File: src/rtl/mem_readback_streamer_if.sv
// Output beat stream of mem_readback_streamer: one RAM word tagged with its address.
interface mem_readback_streamer_if #(
  parameter int WID_MEM = 16
) ();
  logic               m_valid;
  logic               m_ready;
  logic [WID_MEM-1:0] m_data;
  logic [31:0]        m_addr;

  modport master (output m_valid, m_data, m_addr, input m_ready);
  modport slave  (input m_valid, m_data, m_addr, output m_ready);
endinterface

File: src/rtl/mem_readback_streamer.sv
// Small synchronous FIFO used as the streamer's output buffer.
// Latency: a written word is visible at the head the cycle after the write.
// Backpressure: a write at full only lands if the head is read the same cycle.
module mrs_fifo #(
  parameter int W     = 8,
  parameter int DEPTH = 4
) (
  input  logic         clk,
  input  logic         reset,
  input  logic         wr_vld,
  input  logic [W-1:0] wr_dat,
  output logic         rd_vld,
  input  logic         rd_rdy,
  output logic [W-1:0] rd_dat,
  output logic [31:0]  count
);
  localparam int PW = (DEPTH > 1) ? $clog2(DEPTH) : 1;

  logic [W-1:0]  mem_q [DEPTH];
  logic [W-1:0]  mem_d [DEPTH];
  logic [PW-1:0] wr_ptr_q, wr_ptr_d, rd_ptr_q, rd_ptr_d;
  logic [31:0]   cnt_q, cnt_d;
  logic          wr_rdy, do_wr, do_rd;

  function automatic logic [PW-1:0] ptr_inc(input logic [PW-1:0] p);
    return (32'(p) == DEPTH - 1) ? '0 : p + 1'b1;
  endfunction

  always_comb begin
    rd_vld   = (cnt_q != 0);
    wr_rdy   = (cnt_q != 32'(DEPTH)) || rd_rdy;
    do_rd    = rd_vld && rd_rdy;
    do_wr    = wr_vld && wr_rdy;
    rd_dat   = mem_q[rd_ptr_q];
    mem_d    = mem_q;
    wr_ptr_d = wr_ptr_q;
    rd_ptr_d = rd_ptr_q;
    if (do_wr) begin
      mem_d[wr_ptr_q] = wr_dat;
      wr_ptr_d        = ptr_inc(wr_ptr_q);
    end
    if (do_rd) rd_ptr_d = ptr_inc(rd_ptr_q);
    cnt_d = cnt_q + 32'(do_wr) - 32'(do_rd);
  end

  assign count = cnt_q;

  always_ff @(posedge clk) begin
    if (!reset) begin
      for (int i = 0; i < DEPTH; i++) mem_q[i] <= '0;
      wr_ptr_q <= '0;
      rd_ptr_q <= '0;
      cnt_q    <= '0;
    end else begin
      mem_q    <= mem_d;
      wr_ptr_q <= wr_ptr_d;
      rd_ptr_q <= rd_ptr_d;
      cnt_q    <= cnt_d;
    end
  end
endmodule

// Sweeps a window of a 1-cycle-latency RAM and streams each word tagged with its address.
// Latency: start in cycle 0, raddr in cycle 1, first beat valid in cycle 3.
// Backpressure: reads issue only while buffered plus in-flight words fit the FIFO.
module mem_readback_streamer #(
  parameter int WID_MEM    = 16,
  parameter int DEPTH_MEM  = 4096,
  parameter int FIFO_DEPTH = 4
) (
  input  logic                    clk,
  input  logic                    reset,
  input  logic                    start,
  input  logic [31:0]             rd_base,
  input  logic [31:0]             rd_len,
  output logic [31:0]             raddr,
  input  logic [WID_MEM-1:0]      rdata,
  mem_readback_streamer_if.master m_if,
  output logic                    busy,
  output logic                    done,
  output logic [31:0]             checksum
);
  typedef enum logic [1:0] {IDLE, RUN, DRAIN, FINISH} state_t;

  state_t      state_q, state_d;
  logic [31:0] next_addr_q, next_addr_d;
  logic [31:0] last_addr_q, last_addr_d;
  logic [31:0] to_issue_q, to_issue_d;
  logic [31:0] to_accept_q, to_accept_d;
  logic        tag_vld_q, tag_vld_d;
  logic [31:0] tag_addr_q, tag_addr_d;
  logic [31:0] checksum_q, checksum_d;
  logic        busy_q, busy_d, done_q, done_d;
  logic        issue, xfer;

  logic                fifo_wr_vld, fifo_rd_vld;
  logic [WID_MEM+31:0] fifo_wr_dat, fifo_rd_dat;
  logic [31:0]         fifo_cnt;

  // The word read last cycle arrives now and is pushed with its tag.
  assign fifo_wr_vld = tag_vld_q;
  assign fifo_wr_dat = {rdata, tag_addr_q};

  mrs_fifo #(.W(WID_MEM + 32), .DEPTH(FIFO_DEPTH)) u_fifo (
    .clk    (clk),
    .reset  (reset),
    .wr_vld (fifo_wr_vld),
    .wr_dat (fifo_wr_dat),
    .rd_vld (fifo_rd_vld),
    .rd_rdy (m_if.m_ready),
    .rd_dat (fifo_rd_dat),
    .count  (fifo_cnt)
  );

  assign m_if.m_valid = fifo_rd_vld;
  assign m_if.m_data  = fifo_rd_dat[WID_MEM+31:32];
  assign m_if.m_addr  = fifo_rd_dat[31:0];

  always_comb begin
    xfer  = fifo_rd_vld && m_if.m_ready;
    issue = (state_q == RUN) && (to_issue_q != 0) &&
            ((fifo_cnt + 32'(tag_vld_q)) < 32'(FIFO_DEPTH));
    raddr = issue ? next_addr_q : last_addr_q;

    state_d     = state_q;
    next_addr_d = next_addr_q;
    last_addr_d = last_addr_q;
    to_issue_d  = to_issue_q;
    to_accept_d = to_accept_q;
    checksum_d  = checksum_q;
    tag_vld_d   = issue;
    tag_addr_d  = issue ? next_addr_q : tag_addr_q;

    if (issue) begin
      last_addr_d = next_addr_q;
      next_addr_d = (next_addr_q == 32'(DEPTH_MEM - 1)) ? '0 : next_addr_q + 1;
      to_issue_d  = to_issue_q - 1;
    end
    if (xfer) begin
      checksum_d  = checksum_q + 32'(m_if.m_data);
      to_accept_d = to_accept_q - 1;
    end

    case (state_q)
      IDLE: if (start) begin
        checksum_d  = '0;
        next_addr_d = rd_base % 32'(DEPTH_MEM);
        to_issue_d  = rd_len;
        to_accept_d = rd_len;
        state_d     = (rd_len == 0) ? FINISH : RUN;
      end
      RUN:    if (issue && to_issue_q == 1) state_d = DRAIN;
      DRAIN:  if (xfer && to_accept_q == 1) state_d = FINISH;
      FINISH: state_d = IDLE;
      default: state_d = IDLE;
    endcase

    busy_d = (state_d == RUN) || (state_d == DRAIN);
    done_d = (state_d == FINISH);
  end

  always_ff @(posedge clk) begin
    if (!reset) begin
      state_q     <= IDLE;
      next_addr_q <= '0;
      last_addr_q <= '0;
      to_issue_q  <= '0;
      to_accept_q <= '0;
      tag_vld_q   <= 1'b0;
      tag_addr_q  <= '0;
      checksum_q  <= '0;
      busy_q      <= 1'b0;
      done_q      <= 1'b0;
    end else begin
      state_q     <= state_d;
      next_addr_q <= next_addr_d;
      last_addr_q <= last_addr_d;
      to_issue_q  <= to_issue_d;
      to_accept_q <= to_accept_d;
      tag_vld_q   <= tag_vld_d;
      tag_addr_q  <= tag_addr_d;
      checksum_q  <= checksum_d;
      busy_q      <= busy_d;
      done_q      <= done_d;
    end
  end

  assign busy     = busy_q;
  assign done     = done_q;
  assign checksum = checksum_q;
endmodule

File: src/flat_wrapper.sv
// flat-port wrapper written by rule: the top's interface ports become plain ports
module mem_readback_streamer_flat 
#(
  parameter int WID_MEM    = 16,
  parameter int DEPTH_MEM  = 4096,
  parameter int FIFO_DEPTH = 4
)
  (clk, reset, start, rd_base, rd_len, raddr, rdata, busy, done, checksum, m_if_m_valid, m_if_m_data, m_if_m_addr, m_if_m_ready);
  mem_readback_streamer_if #(.WID_MEM(WID_MEM)) m_if_i ();
  input  logic clk;
  input  logic reset;
  input  logic start;
  input  logic [31:0] rd_base;
  input  logic [31:0] rd_len;
  output logic [31:0] raddr;
  input  logic [WID_MEM-1:0] rdata;
  output logic busy;
  output logic done;
  output logic [31:0] checksum;
  output wire logic [$bits(m_if_i.m_valid)-1:0] m_if_m_valid;
  output wire logic [$bits(m_if_i.m_data)-1:0] m_if_m_data;
  output wire logic [$bits(m_if_i.m_addr)-1:0] m_if_m_addr;
  input wire logic [$bits(m_if_i.m_ready)-1:0] m_if_m_ready;
  assign m_if_m_valid = m_if_i.m_valid;
  assign m_if_m_data = m_if_i.m_data;
  assign m_if_m_addr = m_if_i.m_addr;
  assign m_if_i.m_ready = m_if_m_ready;
  mem_readback_streamer #(.WID_MEM(WID_MEM), .DEPTH_MEM(DEPTH_MEM), .FIFO_DEPTH(FIFO_DEPTH)) u_core (.clk(clk), .reset(reset), .start(start), .rd_base(rd_base), .rd_len(rd_len), .raddr(raddr), .rdata(rdata), .m_if(m_if_i), .busy(busy), .done(done), .checksum(checksum));
endmodule
File: config.mk
export PLATFORM = sky130hd
export DESIGN_NAME = mem_readback_streamer_flat
export DESIGN_NICKNAME = d
export VERILOG_FILES = /design/src/rtl/mem_readback_streamer_if.sv /design/src/rtl/mem_readback_streamer.sv /design/src/flat_wrapper.sv
export SDC_FILE = /design/constraint.sdc
export NUM_CORES = 1
export LEC_CHECK = 0
export ABC_CLOCK_PERIOD_IN_PS = 4500
export BUFFER_PORTS_ARGS = -buffer_cell sky130_fd_sc_hd__buf_2
export CAP_MARGIN = 40
export CORE_MARGIN = 5
export CORE_UTILIZATION = 35
export DETAILED_ROUTE_END_ITERATION = 7
export SLEW_MARGIN = 0
export SYNTH_ARGS = -nofsm -noshare
export SYNTH_HDL_FRONTEND = slang
export SYNTH_SLANG_ARGS = --single-unit
File: constraint.sdc
create_clock -name clk -period 4.5 [get_ports clk]
set_input_delay 0.225 -clock clk [delete_from_list [all_inputs] [get_ports clk]]
set_output_delay 0.225 -clock clk [all_outputs]
set_load 0.02 [all_outputs]
==> results.rst, run 1 <==
.. list-table::
   :header-rows: 1

   * - Metric
     - Value
   * - Final-report setup violation count
     - 0
   * - FF-to-FF Start
     - u_core.u_fifo.count[15]$_SDFF_PN0_
   * - Library cells used by synthesis
     - 73
   * - Category of the critical setup timing path
     - reg -> reg
   * - Number of ports placed on the die boundary
     - 199
   * - Routed wire per std cell
     - 17.8 µm
   * - Hold Crit Class
     - in -> reg
   * - Root cell of the clock tree
     - clkbuf_16
   * - Utilization after layout
     - 42.6%
   * - Commonest non-fill, non-tap cells in the layout
     - nand2_1, dfxtp_1, a21boi_0, buf_2, a21oi_1
   * - Total wire length after detailed routing
     - 63300 µm
   * - Share of the yosys chip area belonging to registers
     - 39.4%
   * - Antenna-violating nets left
     - 0
   * - Pin count of the biggest net entering global routing
     - 240
   * - Final Net Count
     - 2920
   * - Xor/xnor share of the synthesized area
     - between 5 and 6%
   * - Async S/R FF share, synth
     - 0%
   * - CP startpoint
     - u_core.u_fifo.count[15]$_SDFF_PN0_
   * - Sequential cell fraction of total power
     - roughly a third
   * - Post-route DRC violation count
     - 0
   * - Number of antenna violations at the first check in global routing
     - 2
   * - Critical-path cell list
     - inv_2 -> ha_2 -> nand4_1 -> nor4_2 -> buf_4 -> a21o_1 -> inv_2 -> ha_1 -> inv_1 -> ha_2 -> fa_2 -> a211o_1 -> a31oi_4 -> nand2_4 -> a31oi_4 -> o31ai_4 -> a2111oi_2 -> buf_4 -> nor3_1 -> or3_1 -> and3_1
   * - Worst-Skew Late Latency
     - about 610 ps
   * - Reg2Reg Setup Slack
     - 220 ps
   * - Compound-cell area share of the yosys netlist
     - 15.2%
   * - Layout Skew
     - 20.8 ps
   * - Final Wtd Congestion
     - 0.845
   * - Final critical-path required period
     - 4280 ps
   * - Critical path's largest stage delay
     - 370 ps
   * - Die Footprint
     - roughly 0.067 mm²
   * - RR Endpoint
     - u_core.u_fifo.count[28]$_SDFF_PN0_
   * - Cell Rows
     - 91
   * - Critical-path maximum fanout
     - 3
   * - Reg clk slew, reported paths
     - 60 ps
   * - Peak supply drop
     - ~470 µV
   * - Slew margin rel.
     - 30.1%
   * - Leakage component of the power
     - 9.84 nW
   * - Fraction of layout instances using a drive strength above 1
     - 17.7%
   * - Count of flip-flops with a built-in enable after synthesis
     - 0
   * - Count of fill cells added during filler insertion
     - 5938
   * - Total non-filler cell area in the finished layout
     - 0.0262 mm²
   * - Smallest hold slack
     - ~60 ps
   * - Starting utilization of the core area
     - 35.1%
   * - P&R area growth vs syn
     - 21.3%
   * - Clock tree buffer depth
     - 3
   * - Global-route wire length before repair
     - around 100000 µm
   * - Combinational family with the most area after synthesis
     - simple AND/OR/NAND/NOR gates
   * - Average cell area after synthesis
     - 8.70 µm²
   * - Fin. Hold Viols
     - 0
   * - Worst path required time
     - 5000 ps
   * - Max Cap Viol
     - 0
   * - Worst path arrival time
     - 4780 ps
   * - Final Slew Violations
     - 0
   * - Synthesized instance count
     - 2483
   * - Simple-gate share of the synthesized area
     - between 20 and 25%
   * - Mux contribution to synthesized area
     - 7.61%
   * - Slowest library cell on the worst path
     - fa_2
   * - Detail Placement HPWL
     - ~44000 µm
   * - Worst Reg2Reg Path Length in Cells
     - 21
   * - Vias after detailed routing
     - 18600
   * - Horizontal die dimension
     - 258 µm
   * - Via count of the first global-routing pass
     - ~19000
   * - Total global-route track usage
     - a little under a fifth
   * - Pin slew with the least headroom to its limit
     - 1050 ps
   * - Combinational share of power
     - 30.3%
   * - Result of the run
     - completed
   * - Maximum achievable frequency
     - 234 MHz
   * - Switching power total
     - approximately 3.8 mW
   * - Clock Sink Count
     - between 400 and 500
   * - Share of power burned in the clock network
     - a little over a third
   * - TritonCTS clock tree
     - built
   * - CP Launch Type
     - register
   * - TritonCTS buffer count
     - 49
   * - Count of synthesis-stage warnings from yosys
     - 0
   * - Final cycle utilization of the critical path
     - 95.1%
   * - Number of H-tree levels
     - 2
   * - End of the critical path
     - u_core.u_fifo.count[28]$_SDFF_PN0_
   * - DP Area
     - around 0.024 mm²
   * - Power Dens Cells
     - 469 mW/mm²
   * - Adder-cell area share of the yosys netlist
     - 6.21%
   * - Post-synth design cell area
     - 0.0216 mm²
   * - Detailed-route vias per instance
     - 5.23
   * - First drt pass iteration count
     - 5
   * - Std-Cell Core Area
     - 0.0615 mm²
   * - Congestion Overflow GR
     - 0
   * - Internal power contribution
     - 8.50 mW
   * - Type of destination of the critical path
     - register
   * - Fraction of power spent switching nets
     - 30.9%
   * - #FFs+latches synth
     - 425
   * - Most frequent standard cell in the layout excluding fill and tap cells
     - nand2_1
   * - Vertical die dimension
     - 258 µm
   * - Iteration-0 DRC count of the detailed router
     - around 1200
   * - Buffers on Ports
     - 178
   * - Mapped Nets
     - 2673
   * - Synth Flop Type
     - dfxtp_1
[synth_stat cells (48+ instances only)]
cell type,n,share of area (%)
nand2_1,486,8.4
nor2b_1,50,1.4
a21boi_0,194,6.7
nor2_1,112,1.9
a21oi_1,134,3.1
ha_1,104,6.0
xnor2_1,99,4.0
and2_1,70,2.0
mux4_2,48,5.0
dfxtp_1,425,39
o21ai_0,89,2.1
clkbuf_1,108,1.9
inv_1,73,1.3
[worst min path at each step]
stage                     cells after the start  slack (ps)                                  from                                   end
final                                         3          60                            rd_base[5]      u_core.next_addr_q[5]$_SDFF_PN0_
after CTS                                     3           4                            rd_base[5]      u_core.next_addr_q[5]$_SDFF_PN0_
after global routing                          3          60                             rd_len[6]      u_core.to_accept_q[6]$_SDFF_PN0_
after detailed placement                      2         460  u_core.u_fifo.mem_q[57]$_SDFFE_PN0P_  u_core.u_fifo.mem_q[57]$_SDFFE_PN0P_
after floorplan                               2         330                            rd_base[0]      u_core.next_addr_q[0]$_SDFF_PN0_
after global placement                        2         450  u_core.u_fifo.mem_q[52]$_SDFFE_PN0P_  u_core.u_fifo.mem_q[52]$_SDFFE_PN0P_
[logic make-up after synthesis]
| group | after synthesis |
|---|---|
| and+or+nand+nor | 994 |
| AOI/OAI and AO/OA | 507 |
| DFF | 425 |
| buffers and inverters | 205 |
| xor gates and xnor gates | 145 |
| adders and majority gates | 106 |
| muxes | 101 |
[power by group through the flow]
| stage | sequential, mW | combinational [mW] | clock, mW |
|---|---|---|---|
| global route | 4.12 | 4.13 | 4.75 |
| finish | 4.10 | 3.72 | 4.48 |
| floorplan | 4.22 | 2.34 | 0 |
| CTS | 4.09 | 3.55 | 4.59 |
| global placement | 4.16 | 3.38 | 0 |
| detailed placement | 4.17 | 3.44 | 0 |
[layout make-up]
type / count / area (µm²) / area share [%]
Clock buffer: 65 / 1390 / 5.29
Inverter: 75 / 282 / 1.07
Clock inverter: 23 / 428 / 1.63
Tap cell: 790 / 988 / 3.77
Antenna cell: 1 / 2.50 / 0.00955
Timing Repair Buffer: 325 / 2140 / 8.17
Sequential cell: 425 / 8510 / 32.5
Multi-Input combinational cell: 1854 / 12500 / 47.6
[routing by layer]
layer  vias up  global-route usage (%)  part of all wire, %  wire length (µm)
met5         -                       0                    0                 0
met4         0                    6.77                  3.4              2150
met3       132                    3.50                  6.4              4070
met2       580                    30.9                   47             29800
met1      8826                    23.1                   43             27300
li1       9067                       -                    -                 -
[sequential cells by signal, indices dropped and copies added, names as in the netlist, 32 cells and up]
| register | count |
|---|---|
| u_core.to_accept_q | 32 |
| u_core.tag_addr_q | 32 |
| u_core.last_addr_q | 32 |
| u_core.to_issue_q | 32 |
| u_core.u_fifo.mem_q | 192 |
| u_core.next_addr_q | 32 |
| u_core.u_fifo.count | 32 |
| u_core.checksum | 32 |
[critical path, delay by kind of cell, from the launching register on]
kind / cells / cell delay [ps]
DFF: 1 / 320
AOI/OAI and AO/OA: 6 / 1320
buffers and inverters: 5 / 470
and+or+nand+nor: 6 / 1100
adders and majority gates: 4 / 980
[stage by stage]
step           power (mW)  cells  setup TNS, ps  worst slack, ps
2_1_floorplan        6.56   2483              0             35.0
6_report             12.3   3558              0              219
5_1_grt              13.0   3557          -44.7            -24.2
3_3_place_gp         7.54   3413          -58.9            -58.9
4_1_cts              12.2   3553              0             31.1
3_5_place_dp         7.61   3413          -90.9            -90.9
[timing repair]
item                                   4_1_cts  5_1_grt
pin swaps                                    5       11
endpoints found under the hold margin      124        0
setup buffers                                0        4
setup endpoints to repair                    7       24
hold buffers                                51        0
resized for setup                            8       26
cloned                                       1        0
Power figures use the tool's default switching activity.
==> run 2, diff against run 1 <==
BUFFER_PORTS_ARGS = unset   (was -buffer_cell sky130_fd_sc_hd__buf_2)
DONT_BUFFER_PORTS = 1   (was unset)
SLEW_MARGIN = unset   (was 0)
==> run 2 against run 1 <==
Compared with the run above: clock skew shrank 2.9 ps; critical path type unchanged; largest power group is now sequential cells; power shrank 4.2%; critical path depth fell by 1.
==> results.rst, run 2 (synthesized netlist as in run 1, its figures left out) <==
.. list-table::
   :header-rows: 1

   * - Metric
     - Value
   * - Buffers on Ports
     - 0
   * - Vertical die dimension
     - 258 µm
   * - Critical path's largest stage delay
     - roughly 380 ps
   * - Number of flip-flops under the largest register name
     - 192
   * - Commonest non-fill, non-tap cells in the layout
     - nand2_1, dfxtp_1, a21boi_0, a21oi_1, nor2_1
   * - Total wire length after detailed routing
     - 63900 µm
   * - Peak supply drop
     - 269 µV
   * - Type of destination of the critical path
     - register
   * - Number of antenna violations at the first check in global routing
     - 1
   * - Worst-Skew Late Latency
     - 590 ps
   * - Final cycle utilization of the critical path
     - 96.7%
   * - Utilization after layout
     - 41.0%
   * - Starting utilization of the core area
     - 35.1%
   * - CP bufs+invs
     - 4
   * - Final Slew Violations
     - 0
   * - Fraction of power spent switching nets
     - 31.7%
   * - Iteration-0 DRC count of the detailed router
     - around 1200
   * - Worst path arrival time
     - 4830 ps
   * - First drt pass iteration count
     - 5
   * - Critical-path maximum fanout
     - 3
   * - Total global-route track usage
     - between 10% and 20%
   * - Clock Sink Count
     - approximately 430
   * - Setup_tns
     - 0 ps
   * - Sequential cell fraction of total power
     - 34.8%
   * - Power Dens Cells
     - ~470 mW/mm²
   * - Share of power burned in the clock network
     - 34.4%
   * - Final critical-path required period
     - about 4300 ps
   * - Vias after detailed routing
     - around 18000
   * - Congestion Overflow GR
     - 0
   * - Fin. Hold Viols
     - 0
   * - Final Net Count
     - around 2800
   * - Pin slew with the least headroom to its limit
     - between 1000 and 1500 ps
   * - DP Area
     - 0.0228 mm²
   * - Detailed-route vias per instance
     - 5.30
   * - Diodes inserted
     - 0
   * - Overall power consumption
     - 11.8 mW
   * - Detail Placement HPWL
     - 43700 µm
   * - Slowest library cell on the worst path
     - a2111oi_2
   * - Clock tree buffer depth
     - 3
   * - TritonCTS buffer count
     - 49
   * - Antenna-violating nets left
     - 0
   * - Cell Rows
     - 91
   * - Horizontal die dimension
     - ~260 µm
   * - Number of H-tree levels
     - 2
   * - Switching power total
     - between 3 and 4 mW
   * - Slew margin rel.
     - 20.9%
   * - Fraction of layout instances using a drive strength above 1
     - between 10 and 15%
   * - TritonCTS clock tree
     - built
   * - Die Footprint
     - 0.0668 mm²
   * - Leakage component of the power
     - 8.92 nW
   * - Post-route DRC violation count
     - 0
   * - Register bank with the most flops
     - u_core.u_fifo.mem_q
   * - Unrepaired setup endpoints after global routing
     - true
   * - P&R area growth vs syn
     - 16.6%
   * - Std-Cell Core Area
     - roughly 0.06 mm²
   * - Layout Skew
     - 17.9 ps
   * - Pin count of the biggest net entering global routing
     - between 300 and 400
   * - Worst path required time
     - 4980 ps
   * - Total non-filler cell area in the finished layout
     - 0.0252 mm²
   * - Most frequent standard cell in the layout excluding fill and tap cells
     - nand2_1
   * - Smallest hold slack
     - 24.1 ps
   * - Combinational share of power
     - between 30% and 40%
   * - Reg clk slew, reported paths
     - 60 ps
   * - Result of the run
     - completed
   * - Routed wire per std cell
     - 18.9 µm
   * - Hold Crit Class
     - in -> reg
   * - Top cell family by delay on the critical path
     - compound AO/OA/AOI/OAI gates
   * - Final Wtd Congestion
     - around 0.86
   * - Global-route wire length before repair
     - 99000 µm
   * - Via count of the first global-routing pass
     - 17700
   * - Cell occurring most often along the worst timing path
     - ha_1
   * - Category of the critical setup timing path
     - reg -> reg
   * - Internal power contribution
     - 8.04 mW
   * - Root cell of the clock tree
     - clkbuf_16
   * - Final-report setup violation count
     - 0
   * - Max Cap Viol
     - 0
   * - Maximum achievable frequency
     - 230 MHz
   * - Critical-path cell list
     - inv_1 -> ha_1 -> nand4_1 -> nor4_2 -> a21o_1 -> clkinv_1 -> ha_1 -> inv_1 -> ha_1 -> fa_2 -> a211o_1 -> a31oi_4 -> nand2_4 -> a31oi_4 -> o31ai_2 -> a2111oi_2 -> buf_4 -> nor3_1 -> or3_1 -> and3_1
   * - Number of ports placed on the die boundary
     - 199
   * - CP Launch Type
     - register
[run 2: cell count changes in the layout (fill, tap and decap cells not counted), moves of 3 or more]
cell	delta
bufinv_16	-8
inv_2	-6
a21o_1	-3
clkbuf_1	+4
ha_1	+5
buf_2	-177
clkbuf_8	+4
dlygate4sd3_1	+9
a21o_2	+3
ha_2	-5
inv_1	+5
[run 2: per-stage QoR]
step,cells,worst slack (ps)
6_report,3387,150
3_5_place_dp,3237,2.28
5_1_grt,3387,-69.6
2_1_floorplan,2483,35.0
4_1_cts,3386,0.616
3_3_place_gp,3237,40.1
[run 2: power groups by stage]
stage | clock [mW] | combinational [mW] | sequential [mW]
2_1_floorplan | 0 | 2.34 | 4.22
3_3_place_gp | 0 | 3.30 | 4.16
6_report | 4.05 | 3.62 | 4.09
4_1_cts | 4.18 | 3.51 | 4.09
5_1_grt | 4.33 | 3.98 | 4.11
3_5_place_dp | 0 | 3.36 | 4.17
[run 2: worst reg2reg max path: cells and delay by family (launching register included)]
kind	cells	cell delay, ps
AO/OA/AOI/OAI	6	1410
adder cells (fa/ha/maj)	4	1010
buffers and inverters	4	370
flip-flops	1	310
AND/OR/NAND/NOR	6	1140
[run 2: what timing repair did]
item	in CTS	in global routing
gates cloned	0	0
hold endpoints to repair	372	0
pin swaps	3	3
resized for setup	5	13
setup endpoints to repair	3	40
hold buffers	61	0
buffers inserted	0	1
[run 2: worst paths after layout]
kind                                         start                                     to  slack (ps)  depth (start not counted)
max             u_core.u_fifo.count[22]$_SDFF_PN0_     u_core.u_fifo.count[28]$_SDFF_PN0_         150                         20
min                                          reset       u_core.next_addr_q[7]$_SDFF_PN0_          20                          2
max reg2reg     u_core.u_fifo.count[22]$_SDFF_PN0_     u_core.u_fifo.count[28]$_SDFF_PN0_         150                         20
min reg2reg  u_core.u_fifo.mem_q[130]$_SDFFE_PN0P_  u_core.u_fifo.mem_q[130]$_SDFFE_PN0P_         460                          2
[run 2: layout make-up]
cell class | count | area, µm²
fill | 6125 | 36300
sequential | 425 | 8510
multi-input combinational | 1853 | 12400
clock buffer | 73 | 1460
timing repair buffer | 156 | 1350
clock inverter | 15 | 181
tap | 790 | 988
inverter | 75 | 282
[run 2: layer usage]
layer	vias to the layer above	GRT usage (%)	routed length, µm
met5	-	0	0
met4	0	5.78	1900
met3	112	5.01	4960
met2	499	31.0	30100
met1	8613	22.8	26900
li1	8717	-	-
